File: src/rtl/mem_rr_arbiter.sv
// mem_rr_arbiter: N-host arbiter in front of a single-port RAM with 1-cycle read latency.
// Grants the winner in the request cycle and routes the RAM or error response
// back to it one cycle later. Requests outside the RAM window are granted but
// never reach the RAM, and they return a bus error instead.
// Optional build macro: MEM_RR_ARB_FIXED_PRIO_EN selects fixed priority
// (lowest index wins) in place of round-robin.
module mem_rr_arbiter #(
    parameter int unsigned NumHosts = 2,
    parameter logic [31:0] MemStart = 32'h0000_0000,
    parameter logic [31:0] MemSize  = 32'd65536
) (
    input  logic                     clk_i,
    input  logic                     rst_ni,
    input  logic [NumHosts-1:0]      host_req_i,
    input  logic [NumHosts-1:0]      host_we_i,
    input  logic [NumHosts-1:0][3:0] host_be_i,
    input  logic [NumHosts-1:0][31:0] host_addr_i,
    input  logic [NumHosts-1:0][31:0] host_wdata_i,
    output logic [NumHosts-1:0]      host_gnt_o,
    output logic [NumHosts-1:0]      host_rvalid_o,
    output logic [NumHosts-1:0][31:0] host_rdata_o,
    output logic [NumHosts-1:0]      host_err_o,
    output logic                     mem_req_o,
    output logic                     mem_we_o,
    output logic [3:0]               mem_be_o,
    output logic [31:0]              mem_addr_o,
    output logic [31:0]              mem_wdata_o,
    input  logic                     mem_rvalid_i,
    input  logic [31:0]              mem_rdata_i
);

    localparam int unsigned IdxW    = (NumHosts > 1) ? $clog2(NumHosts) : 1;
    localparam logic [31:0] WinMask = ~(MemSize - 32'd1);

    logic                w_any_req;
    logic [IdxW-1:0]     w_win;
    logic [NumHosts-1:0] w_sel;
    logic [NumHosts-1:0] w_gnt;
    logic                w_gnt_any;
    logic                w_we;
    logic [3:0]          w_be;
    logic [31:0]         w_addr;
    logic [31:0]         w_wdata;
    logic                w_in_win;

    logic                r_rsp_valid;
    logic [IdxW-1:0]     r_rsp_idx;
    logic                r_rsp_err;

    assign w_any_req = |host_req_i;

`ifdef MEM_RR_ARB_FIXED_PRIO_EN
    // Fixed priority: scanning down means the last hit is the lowest requester
    always_comb begin
        w_win = '0;
        for (int j = int'(NumHosts) - 1; j >= 0; j--) begin
            if (host_req_i[j]) w_win = IdxW'(j);
        end
    end
`else
    logic [IdxW-1:0] r_last;

    // Round-robin: lowest requester above r_last, else wrap to the lowest requester
    always_comb begin
        w_win = '0;
        for (int j = int'(NumHosts) - 1; j >= 0; j--) begin
            if (host_req_i[j]) w_win = IdxW'(j);
        end
        for (int j = int'(NumHosts) - 1; j >= 0; j--) begin
            if (host_req_i[j] && (j > int'(r_last))) w_win = IdxW'(j);
        end
    end

    // Last-winner pointer; reset to the top index so host 0 wins first
    always_ff @(posedge clk_i or negedge rst_ni) begin
        if (!rst_ni) begin
            r_last <= IdxW'(NumHosts - 1);
        end else if (w_gnt_any) begin
            r_last <= w_win;
        end
    end
`endif

    // One-hot winner select and attribute mux; grants are suppressed during reset
    always_comb begin
        w_sel   = '0;
        w_gnt   = '0;
        w_we    = 1'b0;
        w_be    = '0;
        w_addr  = '0;
        w_wdata = '0;
        for (int j = 0; j < int'(NumHosts); j++) begin
            w_sel[j] = w_any_req && (int'(w_win) == j);
            w_gnt[j] = rst_ni && w_sel[j];
            w_we     = w_we    | (w_sel[j] & host_we_i[j]);
            w_be     = w_be    | ({4{w_sel[j]}} & host_be_i[j]);
            w_addr   = w_addr  | ({32{w_sel[j]}} & host_addr_i[j]);
            w_wdata  = w_wdata | ({32{w_sel[j]}} & host_wdata_i[j]);
        end
    end

    assign w_gnt_any  = |w_gnt;
    assign w_in_win   = ((w_addr & WinMask) == MemStart);
    assign host_gnt_o = w_gnt;

    // RAM port: driven only for a granted in-window request, otherwise all zero
    always_comb begin
        mem_req_o   = w_gnt_any && w_in_win;
        mem_we_o    = mem_req_o & w_we;
        mem_be_o    = {4{mem_req_o}} & w_be;
        mem_addr_o  = {32{mem_req_o}} & w_addr;
        mem_wdata_o = {32{mem_req_o}} & w_wdata;
    end

    // Response tracking: who was granted last cycle and whether it was an error
    always_ff @(posedge clk_i or negedge rst_ni) begin
        if (!rst_ni) begin
            r_rsp_valid <= 1'b0;
            r_rsp_idx   <= '0;
            r_rsp_err   <= 1'b0;
        end else begin
            r_rsp_valid <= w_gnt_any;
            if (w_gnt_any) begin
                r_rsp_idx <= w_win;
                r_rsp_err <= !w_in_win;
            end
        end
    end

    // Response routing to the tracked host; read data is broadcast
    always_comb begin
        host_rvalid_o = '0;
        host_err_o    = '0;
        host_rdata_o  = '0;
        for (int j = 0; j < int'(NumHosts); j++) begin
            host_rvalid_o[j] = rst_ni && r_rsp_valid && (int'(r_rsp_idx) == j)
                               && (r_rsp_err || mem_rvalid_i);
            host_err_o[j]    = rst_ni && r_rsp_valid && (int'(r_rsp_idx) == j)
                               && r_rsp_err;
            host_rdata_o[j]  = r_rsp_err ? 32'h0 : mem_rdata_i;
        end
    end

    // RAM must only answer an outstanding in-window request
    a_rvalid_pending : assert property (@(posedge clk_i) disable iff (!rst_ni)
        mem_rvalid_i |-> (r_rsp_valid && !r_rsp_err));

    // At most one grant per cycle
    a_gnt_onehot0 : assert property (@(posedge clk_i) disable iff (!rst_ni)
        $onehot0(host_gnt_o));

endmodule

File: config.mk
export PLATFORM = sky130hd
export DESIGN_NAME = mem_rr_arbiter
export DESIGN_NICKNAME = d
export VERILOG_FILES = /design/src/rtl/mem_rr_arbiter.sv
export SDC_FILE = /design/constraint.sdc
export NUM_CORES = 1
export LEC_CHECK = 0
export ABC_CLOCK_PERIOD_IN_PS = 2050
export CAP_MARGIN = 0
export CORE_AREA = 2 2 121 123
export DETAILED_ROUTE_END_ITERATION = 16
export DIE_AREA = 0 0 123 125
export SLEW_MARGIN = 20
export SYNTH_ARGS = -nofsm -noshare
export SYNTH_HDL_FRONTEND = slang
export SYNTH_SLANG_ARGS = --single-unit
File: constraint.sdc
create_clock -name clk_i -period 2.05 [get_ports clk_i]
set_clock_uncertainty 0.1 [all_clocks]
set_input_delay 0.41 -clock clk_i [delete_from_list [all_inputs] [get_ports clk_i]]
set_output_delay 0.41 -clock clk_i [all_outputs]
set_load 0.05 [all_outputs]
== Word-level counts from Yosys, hierarchy flattened ==
Cells that the tools add are included.
Storage, ports and cells
  register bits after elaboration: 4
  input port bits: 175
  output and inout bits: 140
Operators by class
  magnitude comparators: 1
  muxes and demuxes: 4
  bitwise logic cells: 18
  reductions and logical operators: 18
Operators with widths (number)
  bitwise AND 32 bit: 6
  OR 32 bit: 2
  zero test 32 bit: 1
  two-way mux 32 bit: 1
  logical AND 1 bit: 13
  bitwise AND 4 bit: 3
  OR 4 bit: 1
  OR reduction 2 bit: 2
  bitwise AND 1 bit: 3
  two-way mux 1 bit: 3
  NOT 1 bit: 2
  > comparator 1 bit, first input constant: 1
  zero test 1 bit: 1
  logical OR 1 bit: 1
  OR 1 bit: 1

== Longest topological paths before layout ==
  depth in word-level cells: 10
  mapped depth: 7

== Least setup slack after synthesis ==
No wires, ideal clock.
  kind: input to output
  from: input host_addr_i[18] (netlist name)
  to: output mem_be_o[3]
  arrival time: 2.545 ns
  path slack: -1.005 ns
  stages on the path: 4
  buffers on the path: 1
  cell sequence: or4_1 -> o41a_1 -> buf_6 -> nor3_1
On the way
  cells in the longest elaborated chain, start to end: 5
RTL lines
  from (decl): RTL line 17  | input logic [NumHosts-1:0][31:0] host_addr_i,
  bitwise AND 32 bit: RTL line 97  | w_addr = w_addr | ({32{w_sel[j]}} & host_addr_i[j]);
  OR 32 bit: RTL line 97
  zero test 32 bit: RTL line 103  | assign w_in_win = ((w_addr & WinMask) == MemStart);
  logical AND 1 bit: RTL line 108  | mem_req_o = w_gnt_any && w_in_win;
  bitwise AND 4 bit: RTL line 110  | mem_be_o = {4{mem_req_o}} & w_be;
  to (decl): RTL line 25  | output logic [3:0] mem_be_o,
Every way passes these cells.

== Worst setup path after layout ==
  from: input host_addr_i[22] (netlist name)
  to: output mem_wdata_o[20]
On the way
  cells in the longest elaborated chain, start to end: 5
RTL lines
  bitwise AND 32 bit: RTL line 97
  OR 32 bit: RTL line 97
  zero test 32 bit: RTL line 103
  logical AND 1 bit: RTL line 108
  bitwise AND 32 bit: RTL line 112  | mem_wdata_o = {32{mem_req_o}} & w_wdata;
  to (decl): RTL line 27  | output logic [31:0] mem_wdata_o,
Every way passes these cells.

==> out/results.md <==
| Quantity | This run |
| --- | --- |
| R2R Path Start | r_last$_DFFE_PN1P_ |
| Synthesis Warnings | 0 |
| Result of the run | finished, violations left |
| DP Area | 5180 µm² |
| Main synth FF type | sky130_fd_sc_hd__dfrtp_1 |
| Post-synthesis cell type count | 29 |
| Remaining antenna violation count | 0 |
| Clock transition at path regs | 0.03 ns |
| Fillers | 1380 |
| CTS root buf | sky130_fd_sc_hd__clkbuf_16 |
| Number of remaining DRC errors | 0 |
| Type of the worst min-delay path | input port to async pin |
| First element of the critical path | host_addr_i[22] |
| Average cell area after synthesis | 7.67 µm² |
| Portion of synthesized cell area occupied by the leading cell type | 0.254 |
| Total power | 1.60 mW |
| Type of element capturing the critical path | output port |
| Count of endpoints failing hold in the final timing report | 0 |
| Time the final worst path needs with I/O delays and setup | 2.66 ns |
| Static leakage | 2.49 nW |
| Max_cap viols | 0 |
| Number of buffers on the longest clock path | 2 |
| Global-route wire length before repair | 16.3 mm |
| Kind of critical path | input port to output port |
| Via count of the first global-routing pass | 3148 |
| Number of instances in the synthesized netlist | 252 |
| Aggregate negative setup slack | -29.41 ns |
| Area of the mapped netlist | 1930 µm² |
| Category of the worst setup path launch point | input port |
| Clock sink total | 4 |
| Asr flop ratio synth | 1.00 |
| Number of inserted diodes | 0 |
| Count of nets after finishing | 711 |
| Die W | 123 µm |
| Peak clock frequency supported by timing | 376 MHz |
| Count of state elements after synthesis | 4 |
| Average routed wire per standard cell | 15.6 µm |
| Maximum vdd drop | 0.207 mV |
| Number of non-filler instances in the completed layout | 719 |
| Final count of pins violating max slew | 0 |
| Clock H-tree levels | 1 |
| Register-to-Register Setup Slack | 0.12 ns |
| Port bufs | 298 |
| Post-Place Worst Slack | -0.970 ns |
| Via total after detailed routing | 3033 |
| Top post-synthesis cells by count | sky130_fd_sc_hd__a22oi_1 (53), sky130_fd_sc_hd__nor3_2 (49), sky130_fd_sc_hd__buf_4 (48) |
| Final hold slack | 0.211 ns |
| Most numerous cell in the Yosys netlist | sky130_fd_sc_hd__a22oi_1 |
| DR pass1 iterations | 4 |
| Placer Congestion | 0.733 |
| Required arrival time at the worst endpoint | 1.54 ns |
| CP arrival | 2.15 ns |
| Power density normalized to cell area | 273 nW/µm² |
| Floorplan Core Area | 14200 µm² |
| EDFF count, synth | 0 |
| Register area | 101 µm² |
| Placed cell count | 698 |
| R2r endpoint | r_rsp_err$_DFFE_PN0P_ |
| Most area-hungry cell type in the Yosys netlist | sky130_fd_sc_hd__nor3_2 |
| Global route total overflow | 0 |
| Largest fanout of any net on the critical path | 7 |
| Total GRT Usage | 0.136 |
| Multi-input gate area | 1900 µm² |
| DRC marker count from the first detailed-route iteration | 65 |
| Core Rows | 44 |
| Seq/Total Area, Yosys | 0.0525 |
| Ratio of cells with drive above 1 in the final layout | 0.523 |
| Die boundary height | 125 µm |
| Count of pins on the block boundary | 315 |
| Growth of design area from synthesis to finish | 204% |
| Total setup violations reported at the end of the flow | 56 |
| Clock insertion delay at the later pin of the skew report | 0.22 ns |
| Violations in the final reports | setup timing |
| Number of buffers created by CTS | 3 |
| Via-to-Cell Ratio | 4.22 |
| Die footprint | 15400 µm² |
| CTS tree | done |
| Setup repair after global routing missed its margin | yes |
| Final design area excluding fillers | 5870 µm² |
| Final core utilization | 0.413 |
| Maximum number of pins on one net before global-route repair | 28 |
| Number of antenna violations at the first check in global routing | 0 |
| Worst Slack Setup Final | -0.612 ns |
| Final worst-path cycle share | 1.30 |
| Starting utilization of the core area | 0.136 |
| Half-perimeter wire length after detailed placement | 8.69 mm |
| Largest cells by area after synthesis | sky130_fd_sc_hd__nor3_2 (25%), sky130_fd_sc_hd__a22oi_1 (21%), sky130_fd_sc_hd__buf_4 (19%) |
| Reg2Reg Depth | 9 |
| Total detailed-routing wirelength | 11.2 mm |
## area by class of cell
cell class                      instances  share of cell area
Clock buffer                            4              0.0134
Tap cell                              184              0.0392
Multi-Input combinational cell        186               0.324
Timing Repair Buffer                  338               0.604
Sequential cell                         4              0.0173
Inverter                                3             0.00192
## how the worst max path moves through the flow
stage	endpoint	slack [ns]
6_report	mem_wdata_o[20]	-0.61
5_1_grt	mem_wdata_o[25]	-0.66
4_1_cts	mem_wdata_o[25]	-0.60
3_5_place_dp	mem_wdata_o[31]	-0.97
3_3_place_gp	mem_wdata_o[26]	-0.95
2_1_floorplan	mem_addr_o[0]	-0.57
## state kept, by name (all words and copies together) (netlist names)
name and count:
r_rsp_err 1, r_rsp_idx 1, r_rsp_valid 1, r_last 1
## worst max-delay path, stage by stage
cell and delay (ns):
sky130_fd_sc_hd__buf_6 0.09, sky130_fd_sc_hd__or4_4 0.52, sky130_fd_sc_hd__o41a_4 0.45, sky130_fd_sc_hd__buf_6 0.16, sky130_fd_sc_hd__buf_16 0.14, sky130_fd_sc_hd__nor3_4 0.20
sky130_fd_sc_hd__buf_6 0.18
## routing by layer
metal	vias up	track usage	routed length (µm)	part of all wire
met5	-	0	0	0
met4	0	0.0147	62	0.0055
met3	6	0.0278	1180	0.10
met2	199	0.282	6390	0.57
met1	1385	0.139	3610	0.32
li1	1443	-	-	-
## cell families (layout without fill, tap and decap cells)
| kind of cell | count (synthesis) | count (layout) | synth area share |
|---|---|---|---|
| and+or+nand+nor | 109 | 109 | 0.435 |
| buffers and inverters | 77 | 345 | 0.269 |
| AOI/OAI and AO/OA | 61 | 61 | 0.241 |
| DFF | 4 | 4 | 0.0525 |
| other | 1 | 16 | 0.00194 |
## cell usage in the layout, fill, tap and decap left out, types with 2 or more instances in the layout
master	instances
sky130_fd_sc_hd__clkdlybuf4s50_1	143
sky130_fd_sc_hd__buf_4	77
sky130_fd_sc_hd__buf_6	64
sky130_fd_sc_hd__a22oi_1	53
sky130_fd_sc_hd__nor3_4	52
sky130_fd_sc_hd__nor2b_2	29
sky130_fd_sc_hd__buf_12	19
sky130_fd_sc_hd__conb_1	16
sky130_fd_sc_hd__dlygate4sd2_1	13
sky130_fd_sc_hd__buf_16	6
sky130_fd_sc_hd__clkdlybuf4s15_1	6
sky130_fd_sc_hd__buf_2	6
sky130_fd_sc_hd__nor3_2	5
sky130_fd_sc_hd__nor2_1	4
sky130_fd_sc_hd__inv_1	3
sky130_fd_sc_hd__nor2b_1	3
sky130_fd_sc_hd__clkbuf_16	3
sky130_fd_sc_hd__dfrtp_1	3
sky130_fd_sc_hd__nor4_2	2
sky130_fd_sc_hd__nand2_1	2
sky130_fd_sc_hd__and2_4	2
sky130_fd_sc_hd__nor2_4	2
sky130_fd_sc_hd__a21o_1	2
## power breakdown
part	leakage (nW)	switching (mW)	internal (mW)
logic	2.41	0.614	0.578
clock network	0.0382	0.0598	0.257
registers	0.0440	0.00655	0.0887
total	2.49	0.681	0.924
## repair_timing
| action | 4_1_cts | 5_1_grt |
|---|---|---|
| pin swaps | 39 | 15 |
| setup buffers | 11 | 0 |
| hold buffers | 0 | 0 |
| setup endpoints to repair | 63 | 57 |
| resized for setup | 151 | 12 |
| cloned | 7 | 0 |
| hold endpoints to repair | 0 | 0 |
Note: power is estimated with default switching activity, not from simulation.
